### config.mk
export PLATFORM = sky130hd
export DESIGN_NAME = alien_edge_hit_detector
export DESIGN_NICKNAME = d
export VERILOG_FILES = /design/src/rtl/alien_edge_hit_detector.sv
export SDC_FILE = /design/constraint.sdc
export NUM_CORES = 1
export LEC_CHECK = 0
export CORE_ASPECT_RATIO = 0.7
export CORE_MARGIN = 4
export CORE_UTILIZATION = 60
export CTS_CLUSTER_DIAMETER = 200
export CTS_CLUSTER_SIZE = 28
export DETAILED_ROUTE_END_ITERATION = 16
export DONT_BUFFER_PORTS = 1
export GPL_ROUTABILITY_DRIVEN = 0
export PLACE_DENSITY_LB_ADDON = 0.12
export RECOVER_POWER = 100
export SYNTH_ARGS = -nofsm -noshare
export SYNTH_HDL_FRONTEND = slang
export SYNTH_SLANG_ARGS = --single-unit
### constraint.sdc
create_clock -name clk -period 1.8 [get_ports clk]
set_clock_uncertainty 0.1 [all_clocks]
set_input_delay 0.18 -clock clk [delete_from_list [all_inputs] [get_ports clk]]
set_output_delay 0.18 -clock clk [all_outputs]
set_load 0.01 [all_outputs]
### src/rtl/alien_edge_hit_detector.sv
// ---------------------------------------------------------------------------
// alien_edge_hit_detector
//
// Watches the alien-matrix drawing request during raster scan and records
// which screen borders the matrix touched in the current frame. On each
// startOfFrame the recorded borders are reported for one cycle as a
// collision pulse plus HitEdgeCode. The motion controller uses that report
// to reverse or step the matrix. Left/right reports are masked for
// HOLDOFF_FRAMES reports afterwards so a matrix still overlapping a border
// while turning is not reported twice. A sticky bottom flag feeds game-over
// logic.
//
// Ports:
//   clk                 system clock
//   resetN              asynchronous active-low reset
//   startOfFrame        one-cycle pulse at frame start (frame boundary)
//   playGame            game running; low clears everything synchronously
//   pixelX, pixelY      current raster position, unsigned 11-bit
//   alienDR             alien matrix drawing request for the current pixel
//   collision           one-cycle pulse, at least one edge reported
//   HitEdgeCode         {left, top, right, bottom}, 0 when collision=0
//   alienReachedBottom  sticky, set by a reported bottom hit
//   bboxMinX/MaxX/MaxY  per-frame alien bounding box (optional)
//
// Optional feature: define ALIEN_BBOX_EN to track the per-frame bounding
// box of alien pixels. Without it the bbox outputs are tied to 0.
//
// Debug: fsm_state holds the FSM state (IDLE/ACCUM/REPORT) for probing.
// ---------------------------------------------------------------------------
module alien_edge_hit_detector #(
  parameter logic [10:0] LEFT_LIMIT     = 11'd0,
  parameter logic [10:0] RIGHT_LIMIT    = 11'd639,
  parameter logic [10:0] TOP_LIMIT      = 11'd0,
  parameter logic [10:0] BOTTOM_LIMIT   = 11'd440,
  parameter logic [3:0]  HOLDOFF_FRAMES = 4'd2
) (
  input  logic        clk,
  input  logic        resetN,
  input  logic        startOfFrame,
  input  logic        playGame,
  input  logic [10:0] pixelX,
  input  logic [10:0] pixelY,
  input  logic        alienDR,
  output logic        collision,
  output logic [3:0]  HitEdgeCode,
  output logic        alienReachedBottom,
  output logic [10:0] bboxMinX,
  output logic [10:0] bboxMaxX,
  output logic [10:0] bboxMaxY
);

  localparam logic [1:0] IDLE   = 2'd0;
  localparam logic [1:0] ACCUM  = 2'd1;
  localparam logic [1:0] REPORT = 2'd2;

  logic [1:0] fsm_state;
  logic [3:0] seen;        // {left, top, right, bottom} for the current frame
  logic [3:0] left_hold;
  logic [3:0] right_hold;

  logic [3:0] pixel_hits;
  logic [3:0] masked_report;
  logic       frame_start;  // first frame after leaving IDLE
  logic       frame_edge;   // boundary between two accumulated frames

  // Hits of the pixel presented this cycle, same bit order as HitEdgeCode.
  always_comb begin
    pixel_hits = 4'b0000;
    if (alienDR) begin
      pixel_hits[3] = (pixelX <= LEFT_LIMIT);
      pixel_hits[2] = (pixelY <= TOP_LIMIT);
      pixel_hits[1] = (pixelX >= RIGHT_LIMIT);
      pixel_hits[0] = (pixelY >= BOTTOM_LIMIT);
    end
  end

  // Left/right are suppressed while their holdoff counter is still running.
  always_comb begin
    masked_report    = seen;
    masked_report[3] = seen[3] & (left_hold == 4'd0);
    masked_report[1] = seen[1] & (right_hold == 4'd0);
  end

  assign frame_start = playGame && startOfFrame && (fsm_state == IDLE);
  assign frame_edge  = playGame && startOfFrame && (fsm_state != IDLE);

  always_ff @(posedge clk or negedge resetN) begin
    if (!resetN) begin
      fsm_state          <= IDLE;
      seen               <= 4'b0000;
      left_hold          <= 4'd0;
      right_hold         <= 4'd0;
      collision          <= 1'b0;
      HitEdgeCode        <= 4'b0000;
      alienReachedBottom <= 1'b0;
    end else if (!playGame) begin
      fsm_state          <= IDLE;
      seen               <= 4'b0000;
      left_hold          <= 4'd0;
      right_hold         <= 4'd0;
      collision          <= 1'b0;
      HitEdgeCode        <= 4'b0000;
      alienReachedBottom <= 1'b0;
    end else if (fsm_state == IDLE) begin
      collision   <= 1'b0;
      HitEdgeCode <= 4'b0000;
      if (startOfFrame) begin
        // The pulse cycle's pixel is the first pixel of the new frame.
        seen      <= pixel_hits;
        fsm_state <= ACCUM;
      end
    end else if (startOfFrame) begin
      // Frame boundary: report the finished frame, start the next with
      // this cycle's pixel. Also taken from REPORT for back-to-back pulses.
      collision   <= |masked_report;
      HitEdgeCode <= masked_report;
      seen        <= pixel_hits;
      fsm_state   <= REPORT;
      if (masked_report[3])
        left_hold <= HOLDOFF_FRAMES;
      else if (left_hold != 4'd0)
        left_hold <= left_hold - 4'd1;
      if (masked_report[1])
        right_hold <= HOLDOFF_FRAMES;
      else if (right_hold != 4'd0)
        right_hold <= right_hold - 4'd1;
      if (masked_report[0])
        alienReachedBottom <= 1'b1;
    end else begin
      collision   <= 1'b0;
      HitEdgeCode <= 4'b0000;
      seen        <= seen | pixel_hits;
      fsm_state   <= ACCUM;
    end
  end

`ifdef ALIEN_BBOX_EN
  logic [10:0] acc_min_x;
  logic [10:0] acc_max_x;
  logic [10:0] acc_max_y;

  always_ff @(posedge clk or negedge resetN) begin
    if (!resetN) begin
      acc_min_x <= 11'd2047;
      acc_max_x <= 11'd0;
      acc_max_y <= 11'd0;
      bboxMinX  <= 11'd0;
      bboxMaxX  <= 11'd0;
      bboxMaxY  <= 11'd0;
    end else if (!playGame) begin
      acc_min_x <= 11'd2047;
      acc_max_x <= 11'd0;
      acc_max_y <= 11'd0;
      bboxMinX  <= 11'd0;
      bboxMaxX  <= 11'd0;
      bboxMaxY  <= 11'd0;
    end else if (frame_start || frame_edge) begin
      if (frame_edge) begin
        bboxMinX <= acc_min_x;
        bboxMaxX <= acc_max_x;
        bboxMaxY <= acc_max_y;
      end
      // Restart the accumulators seeded with this cycle's pixel.
      acc_min_x <= alienDR ? pixelX : 11'd2047;
      acc_max_x <= alienDR ? pixelX : 11'd0;
      acc_max_y <= alienDR ? pixelY : 11'd0;
    end else if (fsm_state != IDLE && alienDR) begin
      if (pixelX < acc_min_x) acc_min_x <= pixelX;
      if (pixelX > acc_max_x) acc_max_x <= pixelX;
      if (pixelY > acc_max_y) acc_max_y <= pixelY;
    end
  end
`else
  assign bboxMinX = 11'd0;
  assign bboxMaxX = 11'd0;
  assign bboxMaxY = 11'd0;
`endif

endmodule

Yosys cells after proc, flatten, opt, wreduce, memory -nomap -nowiden
Cells that the tools add are included.

Bits in registers: 20. Bits of input ports: 27. Output and inout port bits: 39. Word-level logic and storage cells: 60.

Add/subtract/negate cells: 2. Magnitude comparators: 4. Equality and inequality tests: 6. Multiplexer cells: 29. Bitwise operators: 3. Reductions and logical operators: 9.

Operator list (count): 2-to-1 mux 4 bit (18); <= comparator 11 x 1 -> 1 bit (second input constant) (2); greater-or-equal comparator 11 x 10 -> 1 bit (second input constant) (1); greater-or-equal comparator 11 x 9 -> 1 bit (second input constant) (1); AND reduction 3 bit (3); logical NOT 4 bit (2); 2-to-1 mux 2 bit (4); nonzero test 4 bit (2); subtractor 4 x 1 -> 4 bit (second input constant) (2); 2-to-1 mux 1 bit (7); inequality test 3 x 1 -> 1 bit (second input constant) (2); inequality test 2 bit (second input constant) (2); bitwise OR 4 bit (1); OR reduction 4 bit (1); inequality test 3 bit (second input constant) (1); bitwise AND 1 bit (2); logical NOT 2 bit (1); inequality test 2 x 1 -> 1 bit (second input constant) (1).

Logic depth before layout (Yosys ltp)
Depth after elaboration: 6. Mapped depth: 5. Depth with buffers taken out: 5.

Worst setup path before layout
OpenSTA, ideal clock, no wires.

Path kind: register -> register. Start point: reg right_hold[0]. End point: reg right_hold[1]. Library setup time: 119 ps. Arrival time: 1395 ps. Required time: 1581 ps. Slack: 187 ps. Stages on the path, launching flop included: 6. Path buffers: 0. Period minus slack after synthesis: 1613 ps. Path through: dfrtp_1 -> inv_1 -> ha_1 -> or3b_4 -> o21a_1 -> o21a_1.

Longest elaborated chain between the ends: 6. Elaborated cells between the ends (all ways): 11. Those cells by class: add/sub (1); eq/ne (1); mux (5); bitwise (1); reduce/logical (3).

Ends and longest elaborated chain: start: declaration (line 59) `logic [3:0] right_hold;`; start signal: assignment (line 126) `right_hold <= right_hold - 4'd1;`; subtractor 4 x 1 -> 4 bit or logical NOT 4 bit (tied branches) (line 126, 81); 2-to-1 mux 4 bit or bitwise AND 1 bit (tied branches) (line 125, 81); 2-to-1 mux 4 bit (line 123) `if (masked_report[1])`; 2-to-1 mux 4 bit (line 112) `end else if (startOfFrame) begin`; 2-to-1 mux 4 bit (line 104) `end else if (fsm_state == IDLE) begin`; 2-to-1 mux 4 bit (line 96) `end else if (!playGame) begin`.

Several ways; a longest one is shown, not always the timed one. The select of a mux whose other input is x is not followed. A chain may end at the register's enable or synchronous reset.

Final worst setup path
Start point: in pixelY[9]. End point: reg seen[2].

Longest elaborated chain between the ends: 6. Elaborated cells between the ends (all ways): 7. Those cells by class: order compare (1); mux (5); bitwise (1).

Ends and longest elaborated chain: start: declaration (line 42) `input logic [10:0] pixelY,`; <= comparator 11 x 1 -> 1 bit * (line 71) `pixel_hits[2] = (pixelY <= TOP_LIMIT);`; 2-to-1 mux 4 bit * (line 69) `if (alienDR) begin`; bitwise OR 4 bit (line 132) `seen <= seen | pixel_hits;`; 2-to-1 mux 4 bit (line 112); 2-to-1 mux 4 bit * (line 104); 2-to-1 mux 4 bit * (line 96); end signal: assignment (line 109) `seen <= pixel_hits;`; end signal: assignment (line 117) `seen <= pixel_hits;`; end signal: assignment (line 132); end: declaration (line 57) `logic [3:0] seen;`.

Mark *: on every way between the ends. The rest lies on a longest branch, timed or not. The select of a mux whose other input is x is not followed.

==> qor.tcl <==
set qor(ant_diodes) 0
set qor(post-route-period-util_pct) 102
set qor(clkLatencyLatePin_ns) 0.31
set qor(max_freq_ghz) 0.542
set qor(clk_pin_slew_worst_paths_ns) 0.11
set qor(vias) 995
set qor(timing.critical_path.from_type) {input port}
set qor(route.antenna.remaining_nets) 0
set qor(hold_start) {startOfFrame}
set qor(synth_flop_cell) {dfrtp_1}
set qor(max_slew.worst_pin.slew_ns) 0.918
set qor(asyncSetResetFlopFracSynth_pct) 100
set qor(dp.cells) 156
set qor(io_pins) 66
set qor(hpwlAfterDp_mm) 1.93
set qor(synth_most_common_cell) {buf_4}
set qor(grt_pass1_vias) 911
set qor(clock_tree.htree_level_count) 1
set qor(numClockSinks) 20
set qor(maxUsedRoutingLayer) {met4}
set qor(failed_checks) {negative setup slack}
set qor(dr_wl_met3_um) 299
set qor(synth-warning-count) 0
set qor(rsz0062_at_grt) {yes}
set qor(area_delta_synth_final_pct) 4.73
set qor(initial_core_utilization_pct) 65.6
set qor(avgSynthCellArea_um2) 9.27
set qor(status) {finished, violations left}
set qor(core_area_um2) 1940
set qor(post_layout_nonfiller_instances) 171
set qor(cp_data_required_time_ns) 1.94
set qor(cap_viol_max_count) 0
set qor(power.density_cell_area_nw_per_um2) 722
set qor(post_drt_via_cell_ratio) 5.82
set qor(ctsRootBufferMaster) {clkbuf_4}
set qor(internal_reg_to_reg_setup_slack_ns) 0.04
set qor(drive_above_1_share_pct) 9.40
set qor(synth_seq_cells) 20
set qor(route.layer.met1.wl_mm) 1.13
set qor(detail_route.drc_violations) 0
set qor(worstSetupEndpointType) {register}
set qor(detailedRoute.firstIterationViolations) 46
set qor(path_class) {in -> reg}
set qor(track_usage_pct) 20.6
set qor(arrival_ns) 1.99
set qor(antenna_violations_before_repair) 0
set qor(synth.yosys.seq_area_share_pct) 39.4
set qor(hold_path_class) {in -> reg}
set qor(total_power_draw_mw) 0.960
set qor(timing.critical_path.fanout_max) 2
set qor(finish.net_count) 179
set qor(setup_viol_count_final) 2
set qor(synth_top_cell_by_area) {dfrtp_1}
set qor(synth_area_leaders) {dfrtp_1 39%, buf_4 20%, nor4_1 3.0%, inv_1 2.7%, a21oi_1 2.4%}
set qor(distinct_cells_synth) 34
set qor(largest_net_degree_at_the_start_of_global_routing) 21
set qor(drv_slew) 0
set qor(placementRows) 13
set qor(routedWlPerCell_um) 16.5
set qor(tritoncts) {done}
set qor(max-slew-margin-rel_pct) 38.6
set qor(setup_ws_ns) -0.0435
set qor(met2RoutedLength_mm) 1.37
set qor(global_route.overflow_total) 0
set qor(synthesis.area_um2) 1270
set qor(clock_buffer_count_from_cts) 3
set qor(vdd_ir_drop_max_mv) 0.595
set qor(synth_edf_count) 0
set qor(crit_start) {pixelY[9]}
set qor(numPortBuffers) 0
set qor(final_period_minus_worst_setup_slack_ns) 1.84
set qor(dr.pass1.iters) 4
set qor(height_of_the_die_um) 46.5
set qor(die_area_um2) 2930
set qor(syn-instance-count) 137
set qor(reg_to_reg_startpoint) {right_hold[0]}
set qor(power.leakage_nw) 0.648
set qor(global_route_wire_length_before_repair_mm) 4.52
set qor(drt-total-wl_mm) 2.82
set qor(cts_post_setup_buffers_inserted) 0
set qor(cts-root-to-sink-buffers) 2
set qor(timing_hold_violations_final) 0
set qor(die_width_um) 63.0
set qor(synth_common_cells) {33 x buf_4, 20 x dfrtp_1, 9 x inv_1}
set qor(synth_top_cell_area_share_pct) 39.4
## cells in the final DEF, fill, tap and decap left out, types with 2 or more instances in the layout
cell type      count
conb_1            33
dfrtp_1           20
dlygate4sd3_1     11
inv_1              9
nor2_1             7
nor4_1             6
a21oi_1            6
nand2_1            5
o21ai_0            5
nand3_1            4
nor3_1             4
o21a_1             3
and3_1             3
nand4_1            3
nand4b_1           3
clkbuf_4           3
a31oi_1            2
nor4b_1            2
o41ai_1            2
## sequential cells by signal (all words and copies together) (netlist names)
signal              flops
left_hold               4
HitEdgeCode             4
right_hold              4
collision               1
fsm_state               2
seen                    4
alienReachedBottom      1
## cell type report
type / instances / area [um2]
Fill cell: 163 / 606
Multi-Input combinational cell: 104 / 598
Sequential cell: 20 / 500
Timing Repair Buffer: 12 / 118
Inverter: 9 / 33.8
Clock inverter: 1 / 30.0
Tap cell: 22 / 27.5
Clock buffer: 3 / 22.5
## power by group
| part | leakage (nW) | internal [mW] | switching (mW) | total, mW |
|---|---|---|---|---|
| Clock | 0.0279 | 0.225 | 0.141 | 0.366 |
| Sequential | 0.276 | 0.459 | 0.00991 | 0.469 |
| Combinational | 0.344 | 0.0426 | 0.0824 | 0.125 |
| Total | 0.648 | 0.727 | 0.233 | 0.960 |
## cells by family after synthesis
group / Yosys count / share of synthesized area, %
adders and majority gates: 2 / 1.97
other: 1 / 0.295
and+or+nand+nor: 43 / 20.4
AOI/OAI and AO/OA: 25 / 13.8
buffers and inverters: 45 / 23.3
muxes: 1 / 0.788
DFF: 20 / 39.4
## metrics by stage
stage	setup TNS (ns)	worst slack [ns]	util [%]	hold WS, ns	instance area, um2
2_1_floorplan	0	0.187	-	-0.216	1390
3_3_place_gp	0	0.134	60.1	-0.215	1160
3_5_place_dp	0	0.0789	60.1	-0.215	1160
4_1_cts	0	0.0582	68.5	0.00522	1330
5_1_grt	-0.184	-0.0589	68.7	0.0203	1330
6_report	-0.0662	-0.0435	68.7	0.00815	1330
## metal layers
layer	vias up	track usage, %
met1	489	23.9
li1	444	-
met4	0	7.02
met3	4	7.80
met2	58	36.1
met5	-	0
## path summary, 6_finish.rpt
check,to,depth (start not counted)
setup reg to reg,right_hold[1],5
hold / removal,seen[3],2
setup / recovery,seen[2],5
max in group asynchronous,left_hold[0],1
hold reg to reg,seen[1],1
min in group asynchronous,HitEdgeCode[1],1
## worst max-delay path: stages
cell and delay, ns:
dlygate4sd3_1 0.57, nor4b_1 0.38, dlygate4sd3_1 0.63, nand4_1 0.10
a21oi_1 0.13
## repair_timing
item	4_1_cts	5_1_grt
hold buffers	11	0
gates resized for setup	0	3
endpoints found under the setup margin	0	6
endpoints found under the hold margin	32	0
(Power assumes the default switching activity.)
